--- config.mk ---
export PLATFORM = sky130hd
export DESIGN_NAME = sipo_framer_flat
export DESIGN_NICKNAME = d
export VERILOG_FILES = /design/src/rtl/sipo_framer_if.sv /design/src/rtl/sipo_framer.sv /design/src/flat_wrapper.sv
export SDC_FILE = /design/constraint.sdc
export NUM_CORES = 1
export LEC_CHECK = 0
export ABC_AREA = 1
export ABC_CLOCK_PERIOD_IN_PS = 1500
export BUFFER_PORTS_ARGS = -buffer_cell sky130_fd_sc_hd__buf_2
export CORE_AREA = 5 5 42 44
export DETAILED_ROUTE_END_ITERATION = 16
export DIE_AREA = 0 0 47 49
export HOLD_SLACK_MARGIN = 0.06
export PLACE_DENSITY = 0.71
export SYNTH_ARGS = -nofsm -noshare
export SYNTH_HDL_FRONTEND = slang
export SYNTH_SLANG_ARGS = --single-unit
--- constraint.sdc ---
create_clock -name clk -period 1.5 [get_ports clk]
set_clock_uncertainty 0.1 [all_clocks]
set_input_delay 0.3 -clock clk [delete_from_list [all_inputs] [get_ports clk]]
set_output_delay 0.3 -clock clk [all_outputs]
set_load 0.1 [all_outputs]
--- src/rtl/sipo_framer_if.sv ---
// Serial-in / parallel-out framer bus: serial input side, held-word handshake and status.
// The bit source / consumer uses the master modport; the framer uses the slave modport.
interface sipo_framer_if #(
    parameter int WIDTH = 4
);
    localparam int CW = $clog2(WIDTH);

    logic             data_in;
    logic             shift_en;
    logic             frame_clr;
    logic             out_ack;
    logic [WIDTH-1:0] q;
    logic [CW-1:0]    bit_cnt;
    logic [WIDTH-1:0] data_out;
    logic             out_valid;
    logic             overrun;

    modport master (
        output data_in, shift_en, frame_clr, out_ack,
        input  q, bit_cnt, data_out, out_valid, overrun
    );

    modport slave (
        input  data_in, shift_en, frame_clr, out_ack,
        output q, bit_cnt, data_out, out_valid, overrun
    );
endinterface

--- src/rtl/sipo_framer.sv ---
// Serial-in parallel-out shift register with frame counting, a held output word
// with valid/ack handshake, and a sticky overrun flag when a pending word is overwritten.
module sipo_framer #(
    parameter int WIDTH     = 4,
    parameter bit MSB_FIRST = 1'b1
) (
    input  logic          clk,
    input  logic          resetn,
    sipo_framer_if.slave  bus
);
    localparam int CW = $clog2(WIDTH);
    localparam logic [CW-1:0] LAST_CNT = CW'(WIDTH - 1);

    logic [WIDTH-1:0] q_reg, q_next;
    logic [CW-1:0]    bit_cnt_reg, bit_cnt_next;
    logic [WIDTH-1:0] data_out_reg, data_out_next;
    logic             out_valid_reg, out_valid_next;
    logic             overrun_reg, overrun_next;

    logic [WIDTH-1:0] q_shift;
    logic             last_bit;
    logic             complete;

    // Post-shift word: the new bit enters at the LSB end (MSB-first) or the MSB end (LSB-first).
    genvar gi;
    generate
        for (gi = 0; gi < WIDTH; gi++) begin : g_shift
            if (MSB_FIRST) begin : g_msb
                if (gi == 0) begin : g_in
                    assign q_shift[gi] = bus.data_in;
                end else begin : g_mv
                    assign q_shift[gi] = q_reg[gi-1];
                end
            end else begin : g_lsb
                if (gi == WIDTH - 1) begin : g_in
                    assign q_shift[gi] = bus.data_in;
                end else begin : g_mv
                    assign q_shift[gi] = q_reg[gi+1];
                end
            end
        end
    endgenerate

    assign last_bit = (bit_cnt_reg == LAST_CNT);
    assign complete = bus.shift_en && !bus.frame_clr && last_bit;

    always_comb begin
        q_next         = q_reg;
        bit_cnt_next   = bit_cnt_reg;
        data_out_next  = data_out_reg;
        out_valid_next = out_valid_reg;
        overrun_next   = overrun_reg;

        if (bus.frame_clr) begin
            q_next       = '0;
            bit_cnt_next = '0;
        end else if (bus.shift_en) begin
            q_next       = q_shift;
            bit_cnt_next = last_bit ? '0 : bit_cnt_reg + CW'(1);
        end

        // Newest word always wins; completion beats a same-edge acknowledge.
        if (complete) begin
            data_out_next  = q_shift;
            out_valid_next = 1'b1;
        end else if (bus.out_ack) begin
            out_valid_next = 1'b0;
        end

        if (bus.frame_clr) begin
            overrun_next = 1'b0;
        end else if (complete && out_valid_reg && !bus.out_ack) begin
            overrun_next = 1'b1;
        end
    end

    always_ff @(posedge clk or negedge resetn) begin
        if (!resetn) begin
            q_reg         <= '0;
            bit_cnt_reg   <= '0;
            data_out_reg  <= '0;
            out_valid_reg <= 1'b0;
            overrun_reg   <= 1'b0;
        end else begin
            q_reg         <= q_next;
            bit_cnt_reg   <= bit_cnt_next;
            data_out_reg  <= data_out_next;
            out_valid_reg <= out_valid_next;
            overrun_reg   <= overrun_next;
        end
    end

    assign bus.q         = q_reg;
    assign bus.bit_cnt   = bit_cnt_reg;
    assign bus.data_out  = data_out_reg;
    assign bus.out_valid = out_valid_reg;
    assign bus.overrun   = overrun_reg;
endmodule
--- src/flat_wrapper.sv ---
// flat-port wrapper written by rule: the top's interface ports become plain ports
module sipo_framer_flat 
#(
    parameter int WIDTH     = 4,
    parameter bit MSB_FIRST = 1'b1
)
  (clk, resetn, bus_data_in, bus_shift_en, bus_frame_clr, bus_out_ack, bus_q, bus_bit_cnt, bus_data_out, bus_out_valid, bus_overrun);
  sipo_framer_if #(.WIDTH(WIDTH)) bus_i ();
  input  logic clk;
  input  logic resetn;
  input wire logic [$bits(bus_i.data_in)-1:0] bus_data_in;
  input wire logic [$bits(bus_i.shift_en)-1:0] bus_shift_en;
  input wire logic [$bits(bus_i.frame_clr)-1:0] bus_frame_clr;
  input wire logic [$bits(bus_i.out_ack)-1:0] bus_out_ack;
  output wire logic [$bits(bus_i.q)-1:0] bus_q;
  output wire logic [$bits(bus_i.bit_cnt)-1:0] bus_bit_cnt;
  output wire logic [$bits(bus_i.data_out)-1:0] bus_data_out;
  output wire logic [$bits(bus_i.out_valid)-1:0] bus_out_valid;
  output wire logic [$bits(bus_i.overrun)-1:0] bus_overrun;
  assign bus_i.data_in = bus_data_in;
  assign bus_i.shift_en = bus_shift_en;
  assign bus_i.frame_clr = bus_frame_clr;
  assign bus_i.out_ack = bus_out_ack;
  assign bus_q = bus_i.q;
  assign bus_bit_cnt = bus_i.bit_cnt;
  assign bus_data_out = bus_i.data_out;
  assign bus_out_valid = bus_i.out_valid;
  assign bus_overrun = bus_i.overrun;
  sipo_framer #(.WIDTH(WIDTH), .MSB_FIRST(MSB_FIRST)) u_core (.clk(clk), .resetn(resetn), .bus(bus_i));
endmodule
-- After elaboration in Yosys (flattened, before gate mapping)
Index checks and enable logic that the tools add are counted.
- add/subtract/negate cells: 1
- eq/ne operators: 1
- mux-type cells: 9
- reduce and logical (&&, ||, !) cells: 9
- operator list (operator ; number):
    $mux 4 ; 2
    $mux 2 ; 3
    $reduce_bool 2->1 ; 3
    $logic_and 1x1->1 ; 4
    $mux 1 ; 4
    $add 2x1->2 const B ; 1
    $eq 2x2->1 const B ; 1
    $logic_not 1->1 ; 2
- bits in registers: 12
- bits of input ports: 6
- output and inout port bits: 12
- word-level logic and storage cells: 25

-- Logic depth before layout (Yosys ltp)
Gate-level depths: netlist of the first run.
- word-level depth: 7
- gate-level depth with buffers: 5
- mapped depth without buffers: 4

-- Worst setup path after synthesis of the first run
OpenSTA, ideal clock, no wires.
- path kind: register -> register
- start point: register u_core.bit_cnt_reg[0] (netlist: u_core.bus.bit_cnt[0])
- end point: register u_core.data_out_reg[0] (netlist: u_core.bus.data_out[0])
- setup time: 0.122 ns
- arrival time: 1.547 ns
- setup slack: -0.269 ns
- stages on the path, launching flop included: 5
- path through: dfrtp_1 > ha_1 > nand3_4 > nand2_1 > nand2_1
- cells in the longest elaborated chain, start to end: 2
- ends and longest elaborated chain (what ; RTL line ; text):
    from (decl) ; sipo_framer.sv:15 ; logic [CW-1:0] bit_cnt_reg, bit_cnt_next;
    from (signal assigned) ; sipo_framer.sv:86 ; bit_cnt_reg <= bit_cnt_next;
    $eq 2x2->1 ; sipo_framer.sv:44 ; assign last_bit = (bit_cnt_reg == LAST_CNT);
    $logic_and 1x1->1 ; sipo_framer.sv:45 ; assign complete = bus.shift_en && !bus.frame_clr && last_bit;
    to (signal assigned) ; sipo_framer.sv:87 ; data_out_reg <= data_out_next;
    to (decl) ; sipo_framer.sv:16 ; logic [WIDTH-1:0] data_out_reg, data_out_next;
No other way between the ends.
A chain may end at the register's enable or synchronous reset.

-- Final worst setup path of the first run
- start point: register u_core.data_out_reg[0] (netlist: u_core.bus.data_out[0])
- end point: output port bus_data_out[0]
- RTL lines (what ; RTL line ; text):
    to (decl) ; flat_wrapper.sv:17 ; output wire logic [$bits(bus_i.data_out)-1:0] bus_data_out;
No word-level cell between the ends.

==> impl_results.md, run 1 <==
- Result of the run: finished, final reports clean
- Die height: between 40 and 50 µm
- Number of global-route vias before repair: 461
- Critical path buffers and inverters: 1
- Standard cell core area: 1400 µm²
- Total length of routed met3 wires: 94 µm
- Fraction of final layout cells with drive strength greater than 1: between 30 and 40%
- Crit path max-delay cell type: buf_2
- Slew headroom: 67.8%
- Pwr Density: 1090 nW/µm²
- Largest delay contributor family on the critical path: buffers and inverters
- Final setup fails: 0
- Met1 Wirelength: approximately 500 µm
- Peak per-stage delay on the critical path: 0.43 ns
- Share of the synthesized area in compound gates (AO/OA/AOI/OAI): 6.28%
- Sinks on Clock Net: 12
- Series of cell instances along the critical path: buf_2
- Flop pwr share: 43.9%
- Antenna fix cells: 0
- Gate count after technology mapping: 54
- Post-route insts no fill: 91
- Maximum number of pins on one net before global-route repair: 13
- Clock tree buffer depth: 2
- Count of nets after finishing: 83
- Largest family of logic cells by synthesized area: simple AND/OR/NAND/NOR gates
- Adder-cell area share of the yosys netlist: 2.42%
- Worst Setup End Kind: output port
- Placed cell areas: 689 µm²
- Period Utilization, post-route: 96.7%
- Distinct cell type count of the synthesized netlist: 14
- Leakage power of the design: between 0.3 and 0.4 nW
- Length of routed met2 wiring: just under 500 µm
- Max-slew violations: 0
- Number of inserted filler cells in the final layout: 134
- EDFF count, synth: 0
- Yosys reg bits: 12
- Part of the total power dissipated in combinational logic: around a quarter
- Largest driver fanout on the critical path: 2
- Type of the most critical hold path: primary input to flip-flop
- Number of placed cells counting well taps: 86
- Actual slew at the worst max-slew pin: 0.486 ns
- Total count of hold-check failures in the final report: 0
- Syn_nets: 61
- Cell taking the most area after synthesis: dfrtp_1
- GRT Residual Overflow: 0
- Switching power as a share of total power: 33.5%
- Register-to-Register Setup Slack: 0.34 ns
- Switch Pwr: 0.000269 W
- Top layer used by detailed routing: met4
- Overall Power: 0.000804 W
- Routed Antenna Nets: 0
- Post-CTS setup buffer count: 0
- Leading post-synthesis cells by instance count: nand2_1 (19), dfrtp_1 (12), inv_1 (5)
- WL final: 1090 µm
- Final routed wire length divided by cell count: 11.9 µm
- Root Buffer Master: clkbuf_4
- Clock share of power: 31.4%
- Xor-xnor portion of the synthesized cell area: 0%
- DPL Wire Length: roughly 860 µm
- Count of max-cap constraint violations: 0
- Most instantiated library cell after synthesis: nand2_1
- Initial antenna violation count: 0
- Internal Pwr Total: between 0.0005 and 0.0006 W
- Global-route wire length before repair: 1910 µm
- Clock tree from TritonCTS: built
- Chip width: 47 µm
- Boundary Pins: 18
- Number of warnings issued by yosys: 0
- Clock period minus worst slack: roughly 1.4 ns
- Predominant post-synthesis flop cell: dfrtp_1
- Initial core utilization: 37.0%
- Global-route usage over all layers: 11.3%
- Die Area: approximately 2300 µm²
- Number of placement rows: 14
- Required time of the critical path: 1.10 ns
- Area contributors post-synth: dfrtp_1 (58%), nand2_1 (14%), nand4_1 (4.8%), inv_1 (3.6%), nand3_4 (3.4%)
- Total number of vias: 418
- Clock-pin slew on the worst setup and hold paths: 0.08 ns
- Peak supply drop: approximately 0.44 mV
- Sequential fraction of the synthesis area: 58.0%
- Maximum clock rate: 0.690 GHz
- Post-Syn Area per Cell: ~9.6 µm²
- Hold WS: around 0.18 ns
- Setup TNS: 0 ns
- Remaining design rule violation count: 0
- Port Buf Inserts: 17
- RSZ-0062 raised after global routing: no
- CTS buffer count: 3
- Post-route standard cell area excluding fillers: 741 µm²
- Growth of design area from synthesis to finish: 43.0%
- Type of origin of the critical path: flip-flop
- Worst setup path class: flip-flop to output port
- Fraction of the mapped netlist area in simple logic gates: 26.1%
- Share of the synthesized area in the top cell type: roughly 58%
- Worst-Skew Late Latency: approximately 0.27 ns
- Gpl congestion: 0.724
- Average via count per standard cell: 4.59
- Synthesized area: 518 µm²
- First-pass detailed-route iteration total: 4
- Iter 0 DRT Violations: 4
- H-tree lvl count: 1
- Share of flip-flops with an asynchronous set or reset after synthesis: 100%
- Data arrival time of the worst path: 1.05 ns
- Multiplexer share of the synthesized area: 0%
[cells in the final DEF, fill, tap and decap left out, drive strengths merged]
| cell type | n |
|---|---|
| buf | 15 |
| clkbuf | 6 |
| dfrtp | 12 |
| dlygate4sd3 | 1 |
| ha | 1 |
| inv | 7 |
| nand2 | 19 |
| nand3 | 1 |
| nand4 | 4 |
| nor2 | 3 |
| o21ai | 5 |
| o21bai | 1 |
[final cells by class]
| type | count | area (µm²) | share of cell area (%) |
|---|---|---|---|
| Tap cell | 16 | 20.0 | 2.70 |
| Clock buffer | 4 | 36.3 | 4.90 |
| Sequential cell | 12 | 303 | 40.9 |
| Multi-Input combinational cell | 34 | 180 | 24.3 |
| Inverter | 7 | 26.3 | 3.55 |
| Timing Repair Buffer | 18 | 175 | 23.6 |
[final timing paths]
path	from	end	cells past startpoint
max	u_core.bus.data_out[0]	bus_data_out[0]	1
min	bus_data_in	u_core.bus.q[0]	3
max reg2reg	u_core.bus.bit_cnt[0]	u_core.bus.data_out[0]	4
min reg2reg	u_core.bus.data_out[1]	u_core.bus.data_out[1]	2
max in group asynchronous	resetn	u_core.bus.bit_cnt[1]	2
min in group asynchronous	resetn	u_core.bus.q[2]	2
[timing repair]
action	in CTS	in global routing
gates resized for setup	0	2
setup endpoints to repair	0	2
hold buffers	1	0
hold endpoints to repair	12	0
[layer usage]
layer	vias up	GRT usage (%)
li1	217	-
met1	183	15.8
met2	16	15.6
met3	2	2.95
met4	0	5.53
met5	-	0
[cells by family after synthesis]
group	count (synthesis)
flops	12
fa+ha+maj	1
compound gates	6
simple gates	27
buf+inv	8
[power by group through the flow]
| stage | Combinational [W] | Sequential (W) | Clock, W |
|---|---|---|---|
| floorplan | 0.0000307 | 0.000463 | 0 |
| global placement | 0.000195 | 0.000358 | 0 |
| detailed placement | 0.000198 | 0.000360 | 0 |
| CTS | 0.000200 | 0.000353 | 0.000260 |
| global route | 0.000208 | 0.000356 | 0.000278 |
| finish | 0.000198 | 0.000353 | 0.000253 |
[metrics by stage]
| stage | utilization, % | worst slack, ns |
|---|---|---|
| floorplan | - | 0.0326 |
| global placement | 49.2 | 0.350 |
| detailed placement | 49.2 | 0.322 |
| CTS | 52.5 | 0.0177 |
| global route | 52.9 | 0.00844 |
| finish | 52.9 | 0.0501 |
Note: power is estimated with default switching activity, not from simulation.
==> inputs of run 2 (changes only) <==
--- a/config.mk
+++ b/config.mk
@@ -6,13 +6,13 @@
 export NUM_CORES = 1
 export LEC_CHECK = 0
 export ABC_AREA = 1
-export ABC_CLOCK_PERIOD_IN_PS = 1500
+export ABC_CLOCK_PERIOD_IN_PS = 1200
 export BUFFER_PORTS_ARGS = -buffer_cell sky130_fd_sc_hd__buf_2
 export CORE_AREA = 5 5 42 44
 export DETAILED_ROUTE_END_ITERATION = 16
 export DIE_AREA = 0 0 47 49
 export HOLD_SLACK_MARGIN = 0.06
-export PLACE_DENSITY = 0.71
+export PLACE_DENSITY = 0.73
 export SYNTH_ARGS = -nofsm -noshare
 export SYNTH_HDL_FRONTEND = slang
 export SYNTH_SLANG_ARGS = --single-unit
==> constraint.sdc (replaced) <==
create_clock -name clk -period 1.2 [get_ports clk]
set_clock_uncertainty 0.1 [all_clocks]
set_input_delay 0.24 -clock clk [delete_from_list [all_inputs] [get_ports clk]]
set_output_delay 0.24 -clock clk [all_outputs]
set_load 0.1 [all_outputs]
==> impl_results.md, run 2 (synthesis results as in run 1) <==
- Setup slack at placement: 0.129 ns (-0.193 ns)
- Internal Pwr Total: 0.000717 W (+34%)
- Type of origin of the critical path: flip-flop
- Pwr Density: 1190 nW/µm² (+9.4%)
- Part of the total power dissipated in combinational logic: 27.8% (+3.2 points)
- Most common cell after layout, fill and taps aside: nand2_1
- Flop pwr share: 41.7% (-2.2 points)
- Leakage power of the design: 0.415 nW (+7.3%)
- Worst setup path class: flip-flop to output port
- Initial antenna violation count: 0 (unchanged)
- Clock share of power: 30.6% (-0.8 points)
- Fraction of final layout cells with drive strength greater than 1: 55.0% (+18 points)
- Actual slew at the worst max-slew pin: 0.268 ns (-0.219 ns)
- Boundary Pins: 18 (unchanged)
- Clock-pin slew on the worst setup and hold paths: 0.08 ns (about the same)
- Largest driver fanout on the critical path: 2 (unchanged)
- Crit path max-delay cell type: dfrtp_4
- Global-route wire length before repair: 2050 µm (+7.2%)
- Number of placed cells counting well taps: 86 (unchanged)
- Post-route insts no fill: 96 (+5.5%)
- Clock tree buffer depth: 2 (unchanged)
- RSZ-0062 raised after global routing: yes
- Antenna fix cells: 0 (unchanged)
- Switching power as a share of total power: 33.6% (+0.12 points)
- WL final: 1150 µm (+5.9%)
- Series of cell instances along the critical path: buf_12
- Type of the most critical hold path: primary input to flip-flop
- Worst Setup End Kind: output port
- Maximum number of pins on one net before global-route repair: 13 (unchanged)
- Data arrival time of the worst path: 0.95 ns (-0.10 ns)
- GRT Residual Overflow: 0 (unchanged)
- Die height: 49 µm (unchanged)
- Gpl congestion: 0.791 (+9.3%)
- Count of max-cap constraint violations: 0 (unchanged)
- Worst-Skew Late Latency: 0.28 ns (about the same)
- Timing startpoint of the critical path: u_core.bus.bit_cnt[0]
- Switch Pwr: 0.000362 W (+35%)
- Die Area: 2300 µm² (unchanged)
- Standard cell core area: 1400 µm² (unchanged)
- Reg2reg path depth: 4 (unchanged)
- Worst setup slack after layout: -0.0936 ns (-0.144 ns)
- Count of nets after finishing: 88 (+6.0%)
- Register-to-Register Setup Slack: 0.01 ns (-0.33 ns)
- Fin util: 64.8% (+12 points)
- Number of placement rows: 14 (unchanged)
- Setup TNS: -0.390 ns (-0.390 ns)
- Most used cells in the layout excluding fill and tap cells: nand2_1 (19), buf_12 (12), dfrtp_2 (10)
- DPL Wire Length: 878 µm (+1.7%)
- Largest delay contributor family on the critical path: flip-flops
- Worst reg2reg path endpoint: u_core.bus.data_out[0]
- Port Buf Inserts: 17 (unchanged)
- Hold WS: 0.104 ns (-0.0719 ns)
- CTS buffer count: 3 (unchanged)
- Clock period minus worst slack: 1.29 ns
- Maximum clock rate: 0.773 GHz
- Clock tree from TritonCTS: built
- Slew headroom: 82.1% (+14 points)
- Peak per-stage delay on the critical path: 0.50 ns (+0.07 ns)
- Total count of hold-check failures in the final report: 0 (unchanged)
- Global-route usage over all layers: 12.5% (+1.3 points)
- Min-delay src: bus_out_ack
- Root Buffer Master: clkbuf_4
- Routed Antenna Nets: 0 (unchanged)
- Total number of vias: 451 (+7.9%)
- Initial core utilization: 37.0% (unchanged)
- Number of instances resized during post-cts repair: 0 (unchanged)
- First-pass detailed-route iteration total: 4 (unchanged)
- Peak supply drop: 0.887 mV (+100%)
- Period Utilization, post-route: 108%
- H-tree lvl count: 1 (unchanged)
- Chip width: 47 µm (unchanged)
- Number of global-route vias before repair: 481 (+4.3%)
- Startpoint of the most critical register-to-register path: u_core.bus.bit_cnt[0]
- Sinks on Clock Net: 12 (unchanged)
- Average via count per standard cell: 4.70 (+2.3%)
- Final setup fails: 12 (+12)
- Final routed wire length divided by cell count: 12.0 µm (+0.38%)
- Iter 0 DRT Violations: 12 (+8)
- Result of the run: finished, violations left
- Failing checks: negative setup slack
- Growth of design area from synthesis to finish: 75.4%
- Max-slew violations: 0 (unchanged)
- Remaining design rule violation count: 0 (unchanged)
- Critical path buffers and inverters: 1 (unchanged)
- Hold EP: u_core.bus.out_valid
- WHS Path Cells: 4 (+1)
- Required time of the critical path: 0.86 ns (-0.24 ns)
[run 2: how the worst max path moves through the flow]
stage	endpoint	slack [ns]	cells after the start
finish	bus_bit_cnt[0]	-0.09	1
global route	bus_bit_cnt[0]	-0.12	1
CTS	bus_bit_cnt[0]	-0.09	1
detailed placement	u_core.bus.bit_cnt[1]	0.13	3
global placement	u_core.bus.overrun	0.15	3
floorplan	u_core.bus.data_out[0]	-0.03	4
[run 2: per-layer routing]
| layer | share of wire (%) | vias to the layer above | global-route usage, % |
|---|---|---|---|
| met5 | 0 | - | 0 |
| met4 | 2.9 | 0 | 6.91 |
| met3 | 5.7 | 6 | 2.95 |
| met2 | 52 | 13 | 20.6 |
| met1 | 39 | 208 | 14.1 |
| li1 | - | 224 | - |
[run 2: final cells by class]
class / count / area [µm²]
Inverter: 7 / 26.3
Clock buffer: 4 / 36.3
Multi-Input combinational cell: 34 / 193
Timing Repair Buffer: 23 / 313
Fill cell: 115 / 493
Sequential cell: 12 / 320
Tap cell: 16 / 20.0
[run 2: stage by stage]
step,power (W),area (µm²)
6_report,0.00108,908
5_1_grt,0.00112,908
2_1_floorplan,0.000627,551
3_5_place_dp,0.000745,825
3_3_place_gp,0.000739,825
4_1_cts,0.00109,901
[run 2: repair_timing]
item | 4_1_cts | 5_1_grt
setup endpoints to repair | 12 | 19
buffers inserted | 4 | 1
pin swaps | 0 | 0
endpoints found under the hold margin | 12 | 0
hold buffers | 1 | 0
[run 2: power groups by stage]
stage	Combinational [W]	Sequential, W	Clock, W
final	0.000300	0.000450	0.000330
after global routing	0.000314	0.000453	0.000350
after CTS	0.000301	0.000450	0.000336
after detailed placement	0.000282	0.000463	0
after global placement	0.000278	0.000461	0
after floorplan	0.0000398	0.000587	0
